`src/rtl/mem_access_pkg.sv`:
```
//------------------------------------------------------------------------------
// mem_access_pkg
// Shared types for the memory stage: opcode, execute->memory request bundle,
// stage state encoding and small decode helpers.
// Revision: 1.0
//------------------------------------------------------------------------------
`default_nettype none

package mem_access_pkg;

   typedef enum logic [3:0] {
      OP_NOP,
      OP_ALU,
      OP_LB,
      OP_LH,
      OP_LW,
      OP_LBU,
      OP_LHU,
      OP_SB,
      OP_SH,
      OP_SW
   } op_t;

   typedef struct packed {
      logic [31:0] address;
      logic [31:0] wdata;
      logic [3:0]  byte_en;
      logic        load;
      logic        store;
   } memory_t;

   typedef enum logic [1:0] {
      IDLE = 2'd0,
      BUSY = 2'd1,
      DONE = 2'd2
   } mem_state_t;

   localparam int MEM_TIMEOUT_DEFAULT = 255;

   // Halfword accesses need bit 0 clear, word accesses need both low bits clear.
   function automatic logic addr_misaligned(input op_t op, input logic [1:0] off);
      logic mis;
      mis = 1'b0;
      case (op)
         OP_LH, OP_LHU, OP_SH: mis = off[0];
         OP_LW, OP_SW:         mis = (off != 2'b00);
         default:              mis = 1'b0;
      endcase
      return mis;
   endfunction

   // Execute hands over the unshifted rs2 value; move sub-word data onto its lanes.
   function automatic logic [31:0] store_lanes(input op_t op, input logic [1:0] off,
                                               input logic [31:0] data);
      logic [31:0] lanes;
      lanes = data;
      case (op)
         OP_SB:   lanes = {24'b0, data[7:0]} << {off, 3'b000};
         OP_SH:   lanes = {16'b0, data[15:0]} << {off[1], 4'b0000};
         default: lanes = data;
      endcase
      return lanes;
   endfunction

endpackage

`default_nettype wire

```
`src/rtl/mem_access_load_formatter.sv`:
```
//------------------------------------------------------------------------------
// load_formatter
// Combinational load data alignment: picks the addressed byte/half out of the
// bus word and sign- or zero-extends it to 32 bits.
// Revision: 1.0
//------------------------------------------------------------------------------
`default_nettype none

module load_formatter
   import mem_access_pkg::*;
(
   input  logic [3:0]  op,
   input  logic [1:0]  offset,
   input  logic [31:0] raw,
   output logic [31:0] data
);

   logic [7:0]  byte_sel;
   logic [15:0] half_sel;

   // Lane selection followed by extension according to the load flavour.
   always_comb begin
      byte_sel = raw[8*offset +: 8];
      half_sel = offset[1] ? raw[31:16] : raw[15:0];
      data     = raw;
      case (op_t'(op))
         OP_LB:   data = {{24{byte_sel[7]}}, byte_sel};
         OP_LBU:  data = {24'b0, byte_sel};
         OP_LH:   data = {{16{half_sel[15]}}, half_sel};
         OP_LHU:  data = {16'b0, half_sel};
         default: data = raw;
      endcase
   end

endmodule

`default_nettype wire

```
`src/rtl/mem_access.sv`:
```
//------------------------------------------------------------------------------
// mem_access
// Memory stage: one Wishbone-classic transaction per load/store, load data
// formatting, pipeline stall while the bus is busy, misalignment and
// bus-error/timeout reporting.
// Revision: 1.0
//------------------------------------------------------------------------------
`default_nettype none

module mem_access
   import mem_access_pkg::*;
#(
   parameter int TIMEOUT_CYCLES = MEM_TIMEOUT_DEFAULT
) (
   input  logic        clk,
   input  logic        rst_n,
   input  op_t         op,
   input  memory_t     memory,
   input  logic [31:0] gpr_wdata_in,
   input  logic        gpr_we_in,
   input  logic        except_in,
   output logic        stall_req,
   output logic [31:0] gpr_wdata,
   output logic        gpr_we,
   output logic        load_misaligned,
   output logic        store_misaligned,
   output logic        access_fault,
   output logic [31:0] fault_addr,
   output logic        wb_cyc_o,
   output logic        wb_stb_o,
   output logic        wb_we_o,
   output logic [31:0] wb_adr_o,
   output logic [31:0] wb_dat_o,
   output logic [3:0]  wb_sel_o,
   input  logic        wb_ack_i,
   input  logic        wb_err_i,
   input  logic [31:0] wb_dat_i
);

   localparam int               CNT_W    = $clog2(TIMEOUT_CYCLES + 1);
   localparam logic [CNT_W-1:0] CNT_LAST = CNT_W'(TIMEOUT_CYCLES - 1);

   mem_state_t       state;
   logic [CNT_W-1:0] cnt;
   logic             fault_pending;
   logic             is_load;
   logic [31:0]      lat_addr;
   logic [31:0]      result;
   logic [31:0]      load_fmt;

   logic access;
   logic misaligned;
   logic req;
   logic timeout_hit;

   assign access      = (memory.load | memory.store) & ~except_in;
   assign misaligned  = addr_misaligned(op, memory.address[1:0]);
   assign req         = access & ~misaligned;
   assign timeout_hit = (cnt == CNT_LAST);
   assign wb_adr_o    = {lat_addr[31:2], 2'b00};

   // Offset comes from the latched address; op is held stable by the stall.
   load_formatter u_fmt (
      .op     (op),
      .offset (lat_addr[1:0]),
      .raw    (wb_dat_i),
      .data   (load_fmt)
   );

   // Bus sequencer: launch from IDLE, wait for ack/err/timeout in BUSY,
   // release the pipeline for one cycle in DONE.
   always_ff @(posedge clk or negedge rst_n) begin
      if (!rst_n) begin
         state         <= IDLE;
         cnt           <= '0;
         fault_pending <= 1'b0;
         is_load       <= 1'b0;
         lat_addr      <= '0;
         result        <= '0;
         wb_cyc_o      <= 1'b0;
         wb_stb_o      <= 1'b0;
         wb_we_o       <= 1'b0;
         wb_dat_o      <= '0;
         wb_sel_o      <= '0;
      end else begin
         case (state)
            IDLE: begin
               if (req) begin
                  lat_addr <= memory.address;
                  wb_dat_o <= store_lanes(op, memory.address[1:0], memory.wdata);
                  wb_sel_o <= memory.byte_en;
                  wb_we_o  <= memory.store;
                  is_load  <= memory.load;
                  wb_cyc_o <= 1'b1;
                  wb_stb_o <= 1'b1;
                  cnt      <= '0;
                  result   <= '0;
                  state    <= BUSY;
               end
            end
            BUSY: begin
               cnt <= cnt + CNT_W'(1);
               // Error beats a simultaneous ack; timeout only if no ack arrived.
               if (wb_err_i || (!wb_ack_i && timeout_hit)) begin
                  wb_cyc_o      <= 1'b0;
                  wb_stb_o      <= 1'b0;
                  fault_pending <= 1'b1;
                  state         <= DONE;
               end else if (wb_ack_i) begin
                  result   <= is_load ? load_fmt : 32'h0;
                  wb_cyc_o <= 1'b0;
                  wb_stb_o <= 1'b0;
                  state    <= DONE;
               end
            end
            DONE: begin
               fault_pending <= 1'b0;
               state         <= IDLE;
            end
            default: begin
               wb_cyc_o <= 1'b0;
               wb_stb_o <= 1'b0;
               state    <= IDLE;
            end
         endcase
      end
   end

   // Stall, writeback and fault reporting towards the pipeline.
   always_comb begin
      stall_req        = 1'b0;
      gpr_wdata        = gpr_wdata_in;
      gpr_we           = 1'b0;
      load_misaligned  = 1'b0;
      store_misaligned = 1'b0;
      access_fault     = 1'b0;
      fault_addr       = lat_addr;
      case (state)
         IDLE: begin
            stall_req        = req;
            load_misaligned  = access & memory.load & misaligned;
            store_misaligned = access & memory.store & misaligned;
            fault_addr       = memory.address;
            gpr_we           = gpr_we_in & ~except_in & ~(access & misaligned) & ~req;
         end
         BUSY: begin
            stall_req = 1'b1;
         end
         DONE: begin
            access_fault = fault_pending;
            if (is_load) begin
               gpr_wdata = result;
               gpr_we    = gpr_we_in & ~fault_pending;
            end
         end
         default: begin
            stall_req = 1'b0;
         end
      endcase
   end

endmodule

`default_nettype wire

```
`config.mk`:
```
export PLATFORM = sky130hd
export DESIGN_NAME = mem_access
export DESIGN_NICKNAME = d
export VERILOG_FILES = /design/src/rtl/mem_access_pkg.sv /design/src/rtl/mem_access_load_formatter.sv /design/src/rtl/mem_access.sv
export SDC_FILE = /design/constraint.sdc
export NUM_CORES = 1
export LEC_CHECK = 0
export CORE_MARGIN = 2
export CORE_UTILIZATION = 47
export CTS_BUF_LIST = sky130_fd_sc_hd__clkbuf_16
export DETAILED_ROUTE_END_ITERATION = 10
export PLACE_DENSITY = 0.94
export SKIP_LAST_GASP = 1
export SYNTH_ARGS = -nofsm -noshare
export SYNTH_HDL_FRONTEND = slang
export SYNTH_SLANG_ARGS = --single-unit
```
`constraint.sdc`:
```
create_clock -name clk -period 3.6 [get_ports clk]
set_clock_uncertainty 0.05 [all_clocks]
set_input_delay 0.36 -clock clk [delete_from_list [all_inputs] [get_ports clk]]
set_output_delay 0.36 -clock clk [all_outputs]
set_load 0.02 [all_outputs]
```
==> summary.md <==
| Metric | Value |
|---|---|
| Status | completed |
| Vias in the first global route | 6276 |
| Final wirelength | 21.8 mm |
| Setup TNS | 0 ns |
| Worst Path Arrival | 2.76 ns |
| Io pins | 284 |
| Post-route ant nets | 0 |
| Pre-CTS setup slack | 0.450 ns |
| DRC Markers | 0 |
| Worst slew margin | 15.1% |
| Initial antenna violation count | 0 |
| Mapped Cells | 687 |
| Most frequent cell after synthesis | nand2_1 |
| Routed wire per std cell | 19.5 um |
| VDD IR-drop max | 493 uV |
| Sequential Area | 2850 um^2 |
| # diodes | 0 |
| Max FO, Critical Path | 14 |
| Die W | 124 um |
| Initial DRC count | 328 |
| CTS resizes | 0 |
| Netlist Area Pre-Place | 6760 um^2 |
| CTS buffer count | 17 |
| DP HPWL | 15.8 mm |
| Port Buf Inserts | 281 |
| Fillers | 967 |
| Rows | 43 |
| GPL Wtd Cong | 0.839 |
| Clock sink total | 114 |
| Crit-path slowest cell | clkdlybuf4s50_1 |
| Pin count of the biggest net entering global routing | 92 |
| Initial Utilization | 48.3% |
| Met1 usage | 31.5% |
| Maximum root-to-sink buffer count | 2 |
| Top cells by area, synth | dfrtp_1, mux2_2, nand2_1, mux2_4, a221o_1 |
| RSZ-0062 raised after global routing | false |
| CP endpoint kind | output pin |
| Worst skew pair latency | 0.41 ns |
| Power, Total | 6.31 mW |
| Area occupied by multi-input gates | 3380 um^2 |
| Vias per inst | 5.66 |
| Pwr Density | 629 nW/um^2 |
| Worst EP required | 3.19 ns |
| Maxcap violations | 0 |
| Post-synthesis async set-or-reset flop share | 100% |
| Post-CTS setup buffer count | 0 |
| Overall routing resource usage | 28.3% |
| Layout cell share with drive strength beyond 1 | 15.2% |
| Yosys warning total | 0 |
| Vias | 6328 |
| Top cell type's share of synthesized area | 42.2% |
| Leading area contributor after synthesis | dfrtp_1 |
| Syn Area/Cell | 9.84 um^2 |
| Crit path top cell by count | clkdlybuf4s50_1 |
| Post-synthesis sequential area ratio | 42.2% |
| Post-Layout Cell Count | 1119 |
| Setup CP Type | input port to output pin |
| # setup viols final | 0 |
| Congestion Overflow GR | 0 |
| Slew @ Worst Pin | 1.27 ns |
| Yosys cell types | 60 |
| Layout Nets | 1072 |
| Leak | 4.36 nW |
| Grt met3 use | 8.42% |
| Final Max Tran Viols | 0 |
| Flops & latches, synth | 114 |
| Largest stage delay, worst path | 0.67 ns |
| Top post-synthesis cells by count | nand2_1, dfrtp_1, mux2_2 |
| CTS tree | done |
| First-pass DRT Iterations | 5 |
| CP startpoint kind | input port |
| Met2 Resource Use GR | 48.9% |
| Worst-path clk slew | 0.05 ns |
| First-pass GRT wire length | 32.8 mm |
| Worst min path class | input port to asynchronous set/reset pin |
| Slack of the critical path | 0.428 ns |
| Final worst-path cycle share | 88.1% |
| Critical path, cell by cell | clkdlybuf4s50_1, and3b_1, o21ai_2, a31oi_1, or2_1, inv_1, clkdlybuf4s50_1 |
| Clock root cell | clkbuf_16 |
| Placeable Area | 14000 um^2 |
| Number of synthesized flops with an enable pin | 0 |
| Hold-fix buffers, CTS | 0 |
| Post-placement cell count | 1087 |
| Die Area | 15400 um^2 |
| Min Tclk post-route | 3.17 ns |
| F_max | 315 MHz |
| Hold Fails Final Rpt | 0 |
| Most Crowded Layer GR | met2 |
| H-tree depth | 4 |
| Syn-to-layout area delta | 48.5% |
| Synth Flop Type | dfrtp_1 |
| Die Y-Extent | 124 um |
[critical path: cells and delay by family]
family | cells | cell delay [ns]
AO/OA/AOI/OAI | 2 | 0.42
AND/OR/NAND/NOR | 2 | 0.64
buffers and inverters | 3 | 1.34
[flip-flops by register name (all words and copies together) (netlist names)]
register,count
fault_pending,1
lat_addr,32
wb_stb_o,1
wb_sel_o,4
wb_we_o,1
wb_dat_o,32
result,32
is_load,1
cnt,8
state,2
[cell families (layout without fill, tap and decap cells)]
family	Yosys count	in the layout	synth area share (%)
AO/OA/AOI/OAI	107	107	12.5
XOR/XNOR	1	1	0.130
adder cells (fa/ha/maj)	2	2	0.370
buffers and inverters	92	343	8.14
flip-flops	114	114	42.2
multiplexers	100	100	17.7
other	1	2	0.0555
AND/OR/NAND/NOR	270	270	18.9
[per-stage QoR]
stage	hold slack [ns]	area, um^2	utilization (%)
6_report	0.0318	10000	71.8
5_1_grt	0.110	10000	71.8
4_1_cts	0.0796	10000	71.8
3_5_place_dp	0.412	9470	67.7
3_3_place_gp	0.400	9470	67.7
2_1_floorplan	0.0144	6760	-
[power by group]
| group | internal (mW) | leakage [nW] | switching, mW |
|---|---|---|---|
| Clock | 1.01 | 0.275 | 0.611 |
| Sequential | 1.64 | 1.47 | 0.295 |
| Combinational | 1.37 | 2.61 | 1.39 |
| Total | 4.02 | 4.36 | 2.29 |
[per-layer routing]
metal,routed length [um],vias up,part of all wire [%]
met5,0,-,0
met4,859,0,3.9
met3,2100,54,9.6
met2,11000,347,50
met1,7860,3036,36
li1,-,2891,-
[area by class of cell]
cell class	count	share of cell area, %
repair buffers	298	29.5
inverters	13	0.486
flip-flops and latches	114	28.4
multi-input cells	482	33.6
clock inverters	15	1.46
well taps	180	2.24
clock buffers	17	4.24
[worst paths after layout]
path	cells past startpoint	start	slack (ns)	end
max in group asynchronous	2	rst_n	2.63	lat_addr[31]$_DFFE_PN0P_
max reg2reg	4	state[0]$_DFFE_PN0P_	0.98	result[13]$_DFFE_PN0P_
min reg2reg	2	wb_dat_o[6]$_DFFE_PN0P_	0.42	wb_dat_o[6]$_DFFE_PN0P_
min in group clk	2	wb_dat_o[6]$_DFFE_PN0P_	0.42	wb_dat_o[6]$_DFFE_PN0P_
min	1	rst_n	0.03	result[22]$_DFFE_PN0P_
max	7	op[0]	0.43	stall_req
[cell usage in the layout (no fill, tap or decap), types with 7 or more instances in the layout]
master / instances
a221o_1: 30
a32oi_1: 8
and2_0: 7
buf_4: 16
clkbuf_16: 17
clkdlybuf4s50_1: 280
dfrtp_1: 114
inv_1: 15
mux2_2: 60
mux2_4: 21
mux2i_1: 18
nand2_1: 150
nand3_1: 19
nor2_1: 36
nor2b_1: 8
nor3_1: 10
nor3b_1: 9
o21ai_0: 35
o221ai_1: 9
No activity file was read; power rests on OpenSTA's default activity.
